===== src/rtl/fifo_ptr_ctrl_if.sv =====
// Request/status bundle between a buffer owner and fifo_ptr_ctrl.
// The master issues Clear/Push/Pop. The controller (slave) returns pointers,
// strobes and status flags.
interface fifo_ptr_ctrl_if #(
  parameter int BufferWidth = 4
);
  logic                   Clear;
  logic                   Push;
  logic                   Pop;
  logic [BufferWidth-1:0] W_Addr;
  logic [BufferWidth-1:0] R_Addr;
  logic                   WE;
  logic                   RE;
  logic                   Round;
  logic                   Full;
  logic                   Empty;
  logic [BufferWidth:0]   Count;
  logic                   AlmostFull;
  logic                   AlmostEmpty;
  logic                   Overflow;
  logic                   Underflow;

  modport master (
    output Clear, Push, Pop,
    input  W_Addr, R_Addr, WE, RE, Round, Full, Empty, Count,
           AlmostFull, AlmostEmpty, Overflow, Underflow
  );

  modport slave (
    input  Clear, Push, Pop,
    output W_Addr, R_Addr, WE, RE, Round, Full, Empty, Count,
           AlmostFull, AlmostEmpty, Overflow, Underflow
  );
endinterface


===== src/rtl/fifo_ptr_ctrl.sv =====
// Pointer/status controller for a single-clock circular buffer.
// It tracks the write and read pointers and a lap bit (Round), which
// disambiguates full from empty when the two pointers are equal.
// WE and RE are the gated memory strobes, so rejected requests never
// touch storage.
module fifo_ptr_ctrl #(
  parameter int BufferWidth    = 4,
  parameter int AlmostFullLvl  = 12,
  parameter int AlmostEmptyLvl = 2
) (
  input  logic           clk,
  input  logic           rst,
  fifo_ptr_ctrl_if.slave bus
);
  localparam int                     DEPTH    = 1 << BufferWidth;
  localparam logic [BufferWidth-1:0] LAST_IDX = BufferWidth'(DEPTH - 1);
  localparam logic [BufferWidth-1:0] PTR_ONE  = BufferWidth'(1);
  localparam logic [BufferWidth:0]   CNT_ONE  = (BufferWidth+1)'(1);
  localparam logic [BufferWidth:0]   DEPTH_C  = (BufferWidth+1)'(DEPTH);
  localparam logic [BufferWidth:0]   AF_LVL   = (BufferWidth+1)'(AlmostFullLvl);
  localparam logic [BufferWidth:0]   AE_LVL   = (BufferWidth+1)'(AlmostEmptyLvl);

  logic [BufferWidth-1:0] w_ptr, r_ptr;
  logic [BufferWidth:0]   count_q;
  logic                   round_q, ovf_q, udf_q;

  logic ptr_eq, full, empty;
  logic we, re, w_wrap, r_wrap, ovf_set, udf_set;

  // Full/empty come from registered state only. Equal pointers are resolved
  // by the lap bit.
  assign ptr_eq = (w_ptr == r_ptr);
  assign full   = ptr_eq &&  round_q;
  assign empty  = ptr_eq && !round_q;

  // Acceptance rules:
  // - A pop frees a slot, so push-on-full is accepted when paired with a pop.
  // - There is no read-through, so pop-on-empty is always rejected.
  // - Clear masks both strobes.
  assign we = !bus.Clear && bus.Push && (!full || bus.Pop);
  assign re = !bus.Clear && bus.Pop  && !empty;

  // A pointer wraps when it advances from the last index.
  // Round flips only when exactly one pointer wraps.
  assign w_wrap = we && (w_ptr == LAST_IDX);
  assign r_wrap = re && (r_ptr == LAST_IDX);

  assign ovf_set = bus.Push && full && !bus.Pop;
  assign udf_set = bus.Pop  && empty;

  // Pointer, lap, occupancy and sticky-error state.
  // Clear returns everything to the reset state.
  always_ff @(posedge clk or negedge rst) begin
    if (!rst) begin
      w_ptr   <= '0;
      r_ptr   <= '0;
      round_q <= 1'b0;
      count_q <= '0;
      ovf_q   <= 1'b0;
      udf_q   <= 1'b0;
    end else if (bus.Clear) begin
      w_ptr   <= '0;
      r_ptr   <= '0;
      round_q <= 1'b0;
      count_q <= '0;
      ovf_q   <= 1'b0;
      udf_q   <= 1'b0;
    end else begin
      if (we)              w_ptr   <= w_ptr + PTR_ONE;
      if (re)              r_ptr   <= r_ptr + PTR_ONE;
      if (w_wrap ^ r_wrap) round_q <= ~round_q;
      case ({we, re})
        2'b10:   count_q <= count_q + CNT_ONE;
        2'b01:   count_q <= count_q - CNT_ONE;
        default: count_q <= count_q;
      endcase
      if (ovf_set) ovf_q <= 1'b1;
      if (udf_set) udf_q <= 1'b1;
    end
  end

  assign bus.W_Addr      = w_ptr;
  assign bus.R_Addr      = r_ptr;
  assign bus.WE          = we;
  assign bus.RE          = re;
  assign bus.Round       = round_q;
  assign bus.Full        = full;
  assign bus.Empty       = empty;
  assign bus.Count       = count_q;
  assign bus.AlmostFull  = (count_q >= AF_LVL);
  assign bus.AlmostEmpty = (count_q <= AE_LVL);
  assign bus.Overflow    = ovf_q;
  assign bus.Underflow   = udf_q;

  // Structural invariants of the pointer/lap encoding.
  a_full_empty_excl: assert property (@(posedge clk) disable iff (!rst)
    !(full && empty));
  a_count_bound: assert property (@(posedge clk) disable iff (!rst)
    count_q <= DEPTH_C);
  a_count_ptrs: assert property (@(posedge clk) disable iff (!rst)
    count_q == ({1'b0, w_ptr - r_ptr} + (full ? DEPTH_C : '0)));
endmodule


===== src/flat_wrapper.sv =====
// flat-port wrapper written by rule: the top's interface ports become plain ports
module fifo_ptr_ctrl_flat 
#(
  parameter int BufferWidth    = 4,
  parameter int AlmostFullLvl  = 12,
  parameter int AlmostEmptyLvl = 2
)
  (clk, rst, bus_Clear, bus_Push, bus_Pop, bus_W_Addr, bus_R_Addr, bus_WE, bus_RE, bus_Round, bus_Full, bus_Empty, bus_Count, bus_AlmostFull, bus_AlmostEmpty, bus_Overflow, bus_Underflow);
  fifo_ptr_ctrl_if #(.BufferWidth(BufferWidth)) bus_i ();
  input  logic clk;
  input  logic rst;
  input wire logic [$bits(bus_i.Clear)-1:0] bus_Clear;
  input wire logic [$bits(bus_i.Push)-1:0] bus_Push;
  input wire logic [$bits(bus_i.Pop)-1:0] bus_Pop;
  output wire logic [$bits(bus_i.W_Addr)-1:0] bus_W_Addr;
  output wire logic [$bits(bus_i.R_Addr)-1:0] bus_R_Addr;
  output wire logic [$bits(bus_i.WE)-1:0] bus_WE;
  output wire logic [$bits(bus_i.RE)-1:0] bus_RE;
  output wire logic [$bits(bus_i.Round)-1:0] bus_Round;
  output wire logic [$bits(bus_i.Full)-1:0] bus_Full;
  output wire logic [$bits(bus_i.Empty)-1:0] bus_Empty;
  output wire logic [$bits(bus_i.Count)-1:0] bus_Count;
  output wire logic [$bits(bus_i.AlmostFull)-1:0] bus_AlmostFull;
  output wire logic [$bits(bus_i.AlmostEmpty)-1:0] bus_AlmostEmpty;
  output wire logic [$bits(bus_i.Overflow)-1:0] bus_Overflow;
  output wire logic [$bits(bus_i.Underflow)-1:0] bus_Underflow;
  assign bus_i.Clear = bus_Clear;
  assign bus_i.Push = bus_Push;
  assign bus_i.Pop = bus_Pop;
  assign bus_W_Addr = bus_i.W_Addr;
  assign bus_R_Addr = bus_i.R_Addr;
  assign bus_WE = bus_i.WE;
  assign bus_RE = bus_i.RE;
  assign bus_Round = bus_i.Round;
  assign bus_Full = bus_i.Full;
  assign bus_Empty = bus_i.Empty;
  assign bus_Count = bus_i.Count;
  assign bus_AlmostFull = bus_i.AlmostFull;
  assign bus_AlmostEmpty = bus_i.AlmostEmpty;
  assign bus_Overflow = bus_i.Overflow;
  assign bus_Underflow = bus_i.Underflow;
  fifo_ptr_ctrl #(.BufferWidth(BufferWidth), .AlmostFullLvl(AlmostFullLvl), .AlmostEmptyLvl(AlmostEmptyLvl)) u_core (.clk(clk), .rst(rst), .bus(bus_i));
endmodule

===== config.mk =====
export PLATFORM = sky130hd
export DESIGN_NAME = fifo_ptr_ctrl_flat
export DESIGN_NICKNAME = d
export VERILOG_FILES = /design/src/rtl/fifo_ptr_ctrl_if.sv /design/src/rtl/fifo_ptr_ctrl.sv /design/src/flat_wrapper.sv
export SDC_FILE = /design/constraint.sdc
export NUM_CORES = 1
export LEC_CHECK = 0
export CELL_PAD_IN_SITES_DETAIL_PLACEMENT = 0
export CELL_PAD_IN_SITES_GLOBAL_PLACEMENT = 1
export CORE_MARGIN = 2
export CORE_UTILIZATION = 35
export DETAILED_ROUTE_END_ITERATION = 10
export GPL_TIMING_DRIVEN = 0
export PLACE_DENSITY = 0.83
export SYNTH_ARGS = -nofsm -noshare
export SYNTH_HDL_FRONTEND = slang
export SYNTH_SLANG_ARGS = --single-unit

===== constraint.sdc =====
create_clock -name clk -period 3.45 [get_ports clk]
set_clock_uncertainty 0.1 [all_clocks]
set_input_delay 0.69 -clock clk [delete_from_list [all_inputs] [get_ports clk]]
set_output_delay 0.69 -clock clk [all_outputs]
set_load 0.005 [all_outputs]

After elaboration in Yosys (flattened, before gate mapping)
Cells that the tools add are included.
{"block": "totals", "input_bits": 5, "out_inout_bits": 22, "reg_bits": 16, "elab_cells": 54}
{"block": "op_classes", "n_addsub": 4, "n_eq_ne": 5, "mux": 12, "n_bitwise": 2, "order_cmp": 2, "n_reduce_logical": 23}
{"cell": "two-way mux 4 bit", "count": 4}
{"cell": "logical AND 1 bit", "count": 11}
{"cell": "case mux 5 bit (2 select lines)", "count": 1}
{"cell": "nonzero test 2 bit", "count": 5}
{"cell": "adder 4 x 1 -> 4 bit (second input constant)", "count": 2}
{"cell": "equality test 4 bit (second input constant)", "count": 2}
{"cell": "two-way mux 1 bit", "count": 6}
{"cell": "adder 5 x 1 -> 5 bit (second input constant)", "count": 1}
{"cell": "greater-or-equal comparator 5 x 4 -> 1 bit (second input constant)", "count": 1}
{"cell": "less-or-equal comparator 5 x 2 -> 1 bit (second input constant)", "count": 1}
{"cell": "zero test 1 bit", "count": 5}
{"cell": "two-way mux 5 bit", "count": 1}
{"cell": "subtractor 5 x 1 -> 5 bit (second input constant)", "count": 1}
{"cell": "equality test 4 bit", "count": 1}
{"cell": "nonzero test 3 bit", "count": 1}
{"cell": "equality test 2 x 1 -> 1 bit (second input constant)", "count": 1}
{"cell": "equality test 2 bit (second input constant)", "count": 1}
{"cell": "logical OR 1 bit", "count": 1}
{"cell": "NOT 1 bit", "count": 1}
{"cell": "XOR 1 bit", "count": 1}

Longest topological paths before layout
{"block": "depth", "word_depth": 9, "mapped_depth": 11}

Worst setup path before layout
Ideal clock, no wire load.
{"block": "synth_timing", "kind": "input to register", "from": "in bus_Clear", "to": "reg u_core.count_q[4], in the netlist u_core.bus.Count[4]", "setup_slack_ns": 0.674, "required_ns": 3.272, "arrival_ns": 2.599, "path_stages": 11, "n_path_buf": 1, "setup_time_ns": 0.078, "path_cell_list": "clkbuf_1 -> nor2b_1 -> nor2b_1 -> or2b_2 -> fa_1 -> inv_1 -> a21o_1 -> a21oi_1 -> xor2_1 -> or3_1 -> a21oi_1"}
{"block": "synth_between", "elab_chain_cells": 6, "elab_cells_between_ends": 10, "cone_classes": "eq/ne (2); mux (2); reduce/logical (6)"}
{"item": "start, declared", "line": "flat_wrapper.sv:12", "rtl": "input wire logic [$bits(bus_i.Clear)-1:0] bus_Clear;"}
{"item": "zero test 1 bit", "line": "fifo_ptr_ctrl.sv:40, fifo_ptr_ctrl.sv:41"}
{"item": "logical AND 1 bit, on equally long branches (2 in series)", "line": "fifo_ptr_ctrl.sv:41, fifo_ptr_ctrl.sv:40"}
{"item": "equality test 2 x 1 -> 1 bit or equality test 2 bit (tied branches)", "line": "fifo_ptr_ctrl.sv:72", "rtl": "case ({we, re})"}
{"item": "case mux 5 bit (2 select lines)", "line": "fifo_ptr_ctrl.sv:72"}
{"item": "two-way mux 5 bit", "line": "fifo_ptr_ctrl.sv:61", "rtl": "end else if (bus.Clear) begin"}
{"item": "end signal, assigned", "line": "fifo_ptr_ctrl.sv:73", "rtl": "2'b10: count_q <= count_q + CNT_ONE;"}
{"item": "end signal, assigned", "line": "fifo_ptr_ctrl.sv:74", "rtl": "2'b01: count_q <= count_q - CNT_ONE;"}
{"item": "end signal, assigned", "line": "fifo_ptr_ctrl.sv:75", "rtl": "default: count_q <= count_q;"}
{"item": "end, declared", "line": "fifo_ptr_ctrl.sv:24", "rtl": "logic [BufferWidth:0] count_q;"}
Parallel ways exist; a longest one is shown, timed or not.
A chain may end at the register's enable or synchronous reset.

Worst setup path after layout
{"block": "layout_timing", "from": "in bus_Pop", "to": "out bus_WE"}
{"block": "layout_between", "elab_chain_cells": 2}
{"item": "start, declared", "line": "flat_wrapper.sv:14", "rtl": "input wire logic [$bits(bus_i.Pop)-1:0] bus_Pop;"}
{"item": "logical OR 1 bit", "line": "fifo_ptr_ctrl.sv:40", "rtl": "assign we = !bus.Clear && bus.Push && (!full || bus.Pop);"}
{"item": "logical AND 1 bit", "line": "fifo_ptr_ctrl.sv:40"}
{"item": "end, declared", "line": "flat_wrapper.sv:17", "rtl": "output wire logic [$bits(bus_i.WE)-1:0] bus_WE;"}
No other way between the ends.

==> results.toml <==
[clock_tree]
clk-insertion-delay-late_ns = 0.29
cts-root-to-sink-buffers = 2
cts_root_buf = "sky130_fd_sc_hd__clkbuf_4"
h_tree_level_count = 1
cts_tree = "yes"
cts_repair_resize_count = 0
tritoncts.num_buffers = 3
hold_fix_buffers_at_cts = 0
cts.repair_timing.setup_buffer_count = 0
clkSinkCount = 16
clkTransAtPathRegs_ns = 0.10

[worst_setup_path]
criticalPathCategory = "input pin to primary output"
worst_setup_path_end_kind = "primary output"
path_cells = "clkdlybuf4s50_1 -> nor2_1 -> a21oi_1 -> clkdlybuf4s50_1"
crit_path_top_delay_cell = "sky130_fd_sc_hd__clkdlybuf4s50_1"
cpLargestDelayFamily = "buffers and inverters"
r2r_start = "u_core.bus.R_Addr[0]"
critical_path.startpoint = "bus_Pop"
crit_required_ns = 2.66
critical_path.max_fanout = 7
timing.critical_path.buf_inv = 2
timing.critical_path.mode_cell = "sky130_fd_sc_hd__clkdlybuf4s50_1"
critical-path-max-stage-delay_ns = 0.61
critPathLaunchType = "input pin"
cp_data_arrival_time_ns = 2.37

[floorplan]
die_h_um = 56.9
io_pins = 27
initial_core_util_pct = 36.1
core.rowCount = 19
design.die.area_um2 = 3240
floorplan.core_area_um2 = 2710
die_width_um = 56.9

[detailed_routing]
via_density_per_instance = 5.08
postRouteWirelength_mm = 2.09
drt-initial-drc-count = 12
drt_first_pass_iters = 4
drtAntennaViolNets = 0
drcViolationCount = 0
wire_per_inst_um = 13.3
num_vias = 798

[global_route]
grt_antenna_before_repair = 0
grt_overflow_total = 0
global_route_wire_length_before_repair_mm = 3.80
grt_pass1_vias = 816
groute.usage.overall_pct = 14.7
grt_max_degree = 17

[timing]
final_max_slew_viol_count = 0
rsz0062_at_grt = "no"
min_period_over_period_pct = 91.6
worst_slack_ns = 0.289
slew_headroom_pct = 51.2
timing_worst_slew_pin_value_ns = 0.730
report.final.setup_viol = 0
max_freq_ghz = 0.316
hold_viol = 0
aggregate_negative_setup_slack_ns = 0
fin_crit_ns = 3.16

[cells_and_area]
area.sequential_um2 = 400
drive_above_1_share_pct = 7.94
syn_to_final_growth_pct = 31.8
n_diodes = 0
nets = 139
multi_input_area_um2 = 553
num-fill-cells = 261

[power_and_ir_drop]
total_leakage_power_uw = 0.000601
peakVddDrop_v = 0.000368
pwr_density_cell_nw_per_um2 = 467

[synth]
yosysSeqAreaShare_pct = 40.9
syn_inst = 98
synth-edff-count = 0
synth_area_per_cell_um2 = 10.0
yosysTopAreaCell = "sky130_fd_sc_hd__dfrtp_1"
ys_warn_count = 0
synth_top_cell_area_share_pct = 40.9
synthDistinctLibCells = 29
syn-cell-area_um2 = 980
top_cells_by_area_in_the_synthesized_netlist = "sky130_fd_sc_hd__dfrtp_1, sky130_fd_sc_hd__xor2_1, sky130_fd_sc_hd__ha_1"
synthArstFlopShare_pct = 100
synth_flop_cell = "sky130_fd_sc_hd__dfrtp_1"
flip_flop_and_latch_count_after_synthesis = 16
post_synth_most_frequent_cells = "sky130_fd_sc_hd__dfrtp_1, sky130_fd_sc_hd__nor2_1, sky130_fd_sc_hd__xor2_1"
synth_most_common_cell = "sky130_fd_sc_hd__dfrtp_1"
synth_nets = 109

[placement]
hpwlAfterDp_mm = 1.56
dpl_worst_slack_ns = 0.153
finalWeightedCongestion = 0.737
quantity_of_i_o_buffers_inserted_on_ports = 25

[hold_path]
worst_hold_path_type = "register to register"
hold_start = "u_core.bus.Overflow"

[outcome]
outcome = "completed"

[job]
maxCapViolCount = 0
layer usage:
| metal | vias to the layer above | wire (um) | track usage [%] |
|---|---|---|---|
| li1 | 391 | - | - |
| met1 | 385 | 1010 | 18.8 |
| met2 | 22 | 972 | 25.1 |
| met3 | 0 | 103 | 5.07 |
| met4 | 0 | 0 | 0.997 |
| met5 | - | 0 | 0 |
per-stage QoR:
step | utilization, % | total power (uW) | std cells | instance area [um2] | hold WS [ns]
2_1_floorplan | - | 393 | 98 | 980 | 0.294
3_3_place_gp | 46.8 | 500 | 154 | 1270 | 0.383
3_5_place_dp | 46.8 | 509 | 154 | 1270 | 0.398
4_1_cts | 47.6 | 614 | 157 | 1290 | 0.425
5_1_grt | 47.6 | 649 | 157 | 1290 | 0.459
6_report | 47.6 | 603 | 157 | 1290 | 0.415
worst paths after layout:
path / endpoint / depth (start not counted) / slack [ns]
max: bus_WE / 4 / 0.29
min: u_core.bus.Overflow / 2 / 0.42
max reg2reg: u_core.bus.Count[4] / 11 / 0.54
min reg2reg: u_core.bus.Overflow / 2 / 0.42
max in group asynchronous: u_core.bus.Round / 1 / 2.06
min in group asynchronous: u_core.bus.R_Addr[2] / 1 / 0.73
report_power, final:
group | total (uW) | switching, uW | internal [uW]
clock network | 102 | 61.2 | 40.6
registers | 242 | 31.6 | 211
logic | 260 | 113 | 147
area by class of cell:
cell class | count | share of cell area [%]
multi-input cells | 75 | 42.8
plain buffers | 2 | 0.581
well taps | 31 | 3.00
clock buffers | 3 | 1.74
repair buffers | 25 | 19.4
inverters | 5 | 1.45
flip-flops and latches | 16 | 31.0
flip-flops by register name, summed over array words and instances, names as in the netlist:
name	count
u_core.bus.Count	5
u_core.bus.R_Addr	4
u_core.bus.W_Addr	4
u_core.bus.Overflow	1
u_core.bus.Round	1
u_core.bus.Underflow	1
kinds of logic after synthesis:
logic type / count (synthesis) / share of synthesized area (%)
adder cells (fa/ha/maj): 6 / 8.43
buffers and inverters: 7 / 2.68
XOR/XNOR: 14 / 12.5
flip-flops: 16 / 40.9
AO/OA/AOI/OAI: 15 / 9.58
AND/OR/NAND/NOR: 34 / 19.4
multiplexers: 6 / 6.51
worst min-delay path: cells and delay by family (launching register included):
kind               cells  cell delay, ns
DFF                    1            0.36
and+or+nand+nor        1            0.07
AOI/OAI and AO/OA      1            0.05
cell usage in the layout, fill, tap and decap left out, types with 4 or more instances in the layout:
cell	n
sky130_fd_sc_hd__clkdlybuf4s50_1	25
sky130_fd_sc_hd__ha_1	5
sky130_fd_sc_hd__inv_1	4
sky130_fd_sc_hd__nor2_1	13
sky130_fd_sc_hd__mux2i_1	5
sky130_fd_sc_hd__xor2_1	8
sky130_fd_sc_hd__a21oi_1	7
sky130_fd_sc_hd__nand2_1	4
sky130_fd_sc_hd__dfrtp_1	16
sky130_fd_sc_hd__xnor2_1	6
No activity file was read; power rests on OpenSTA's default activity.
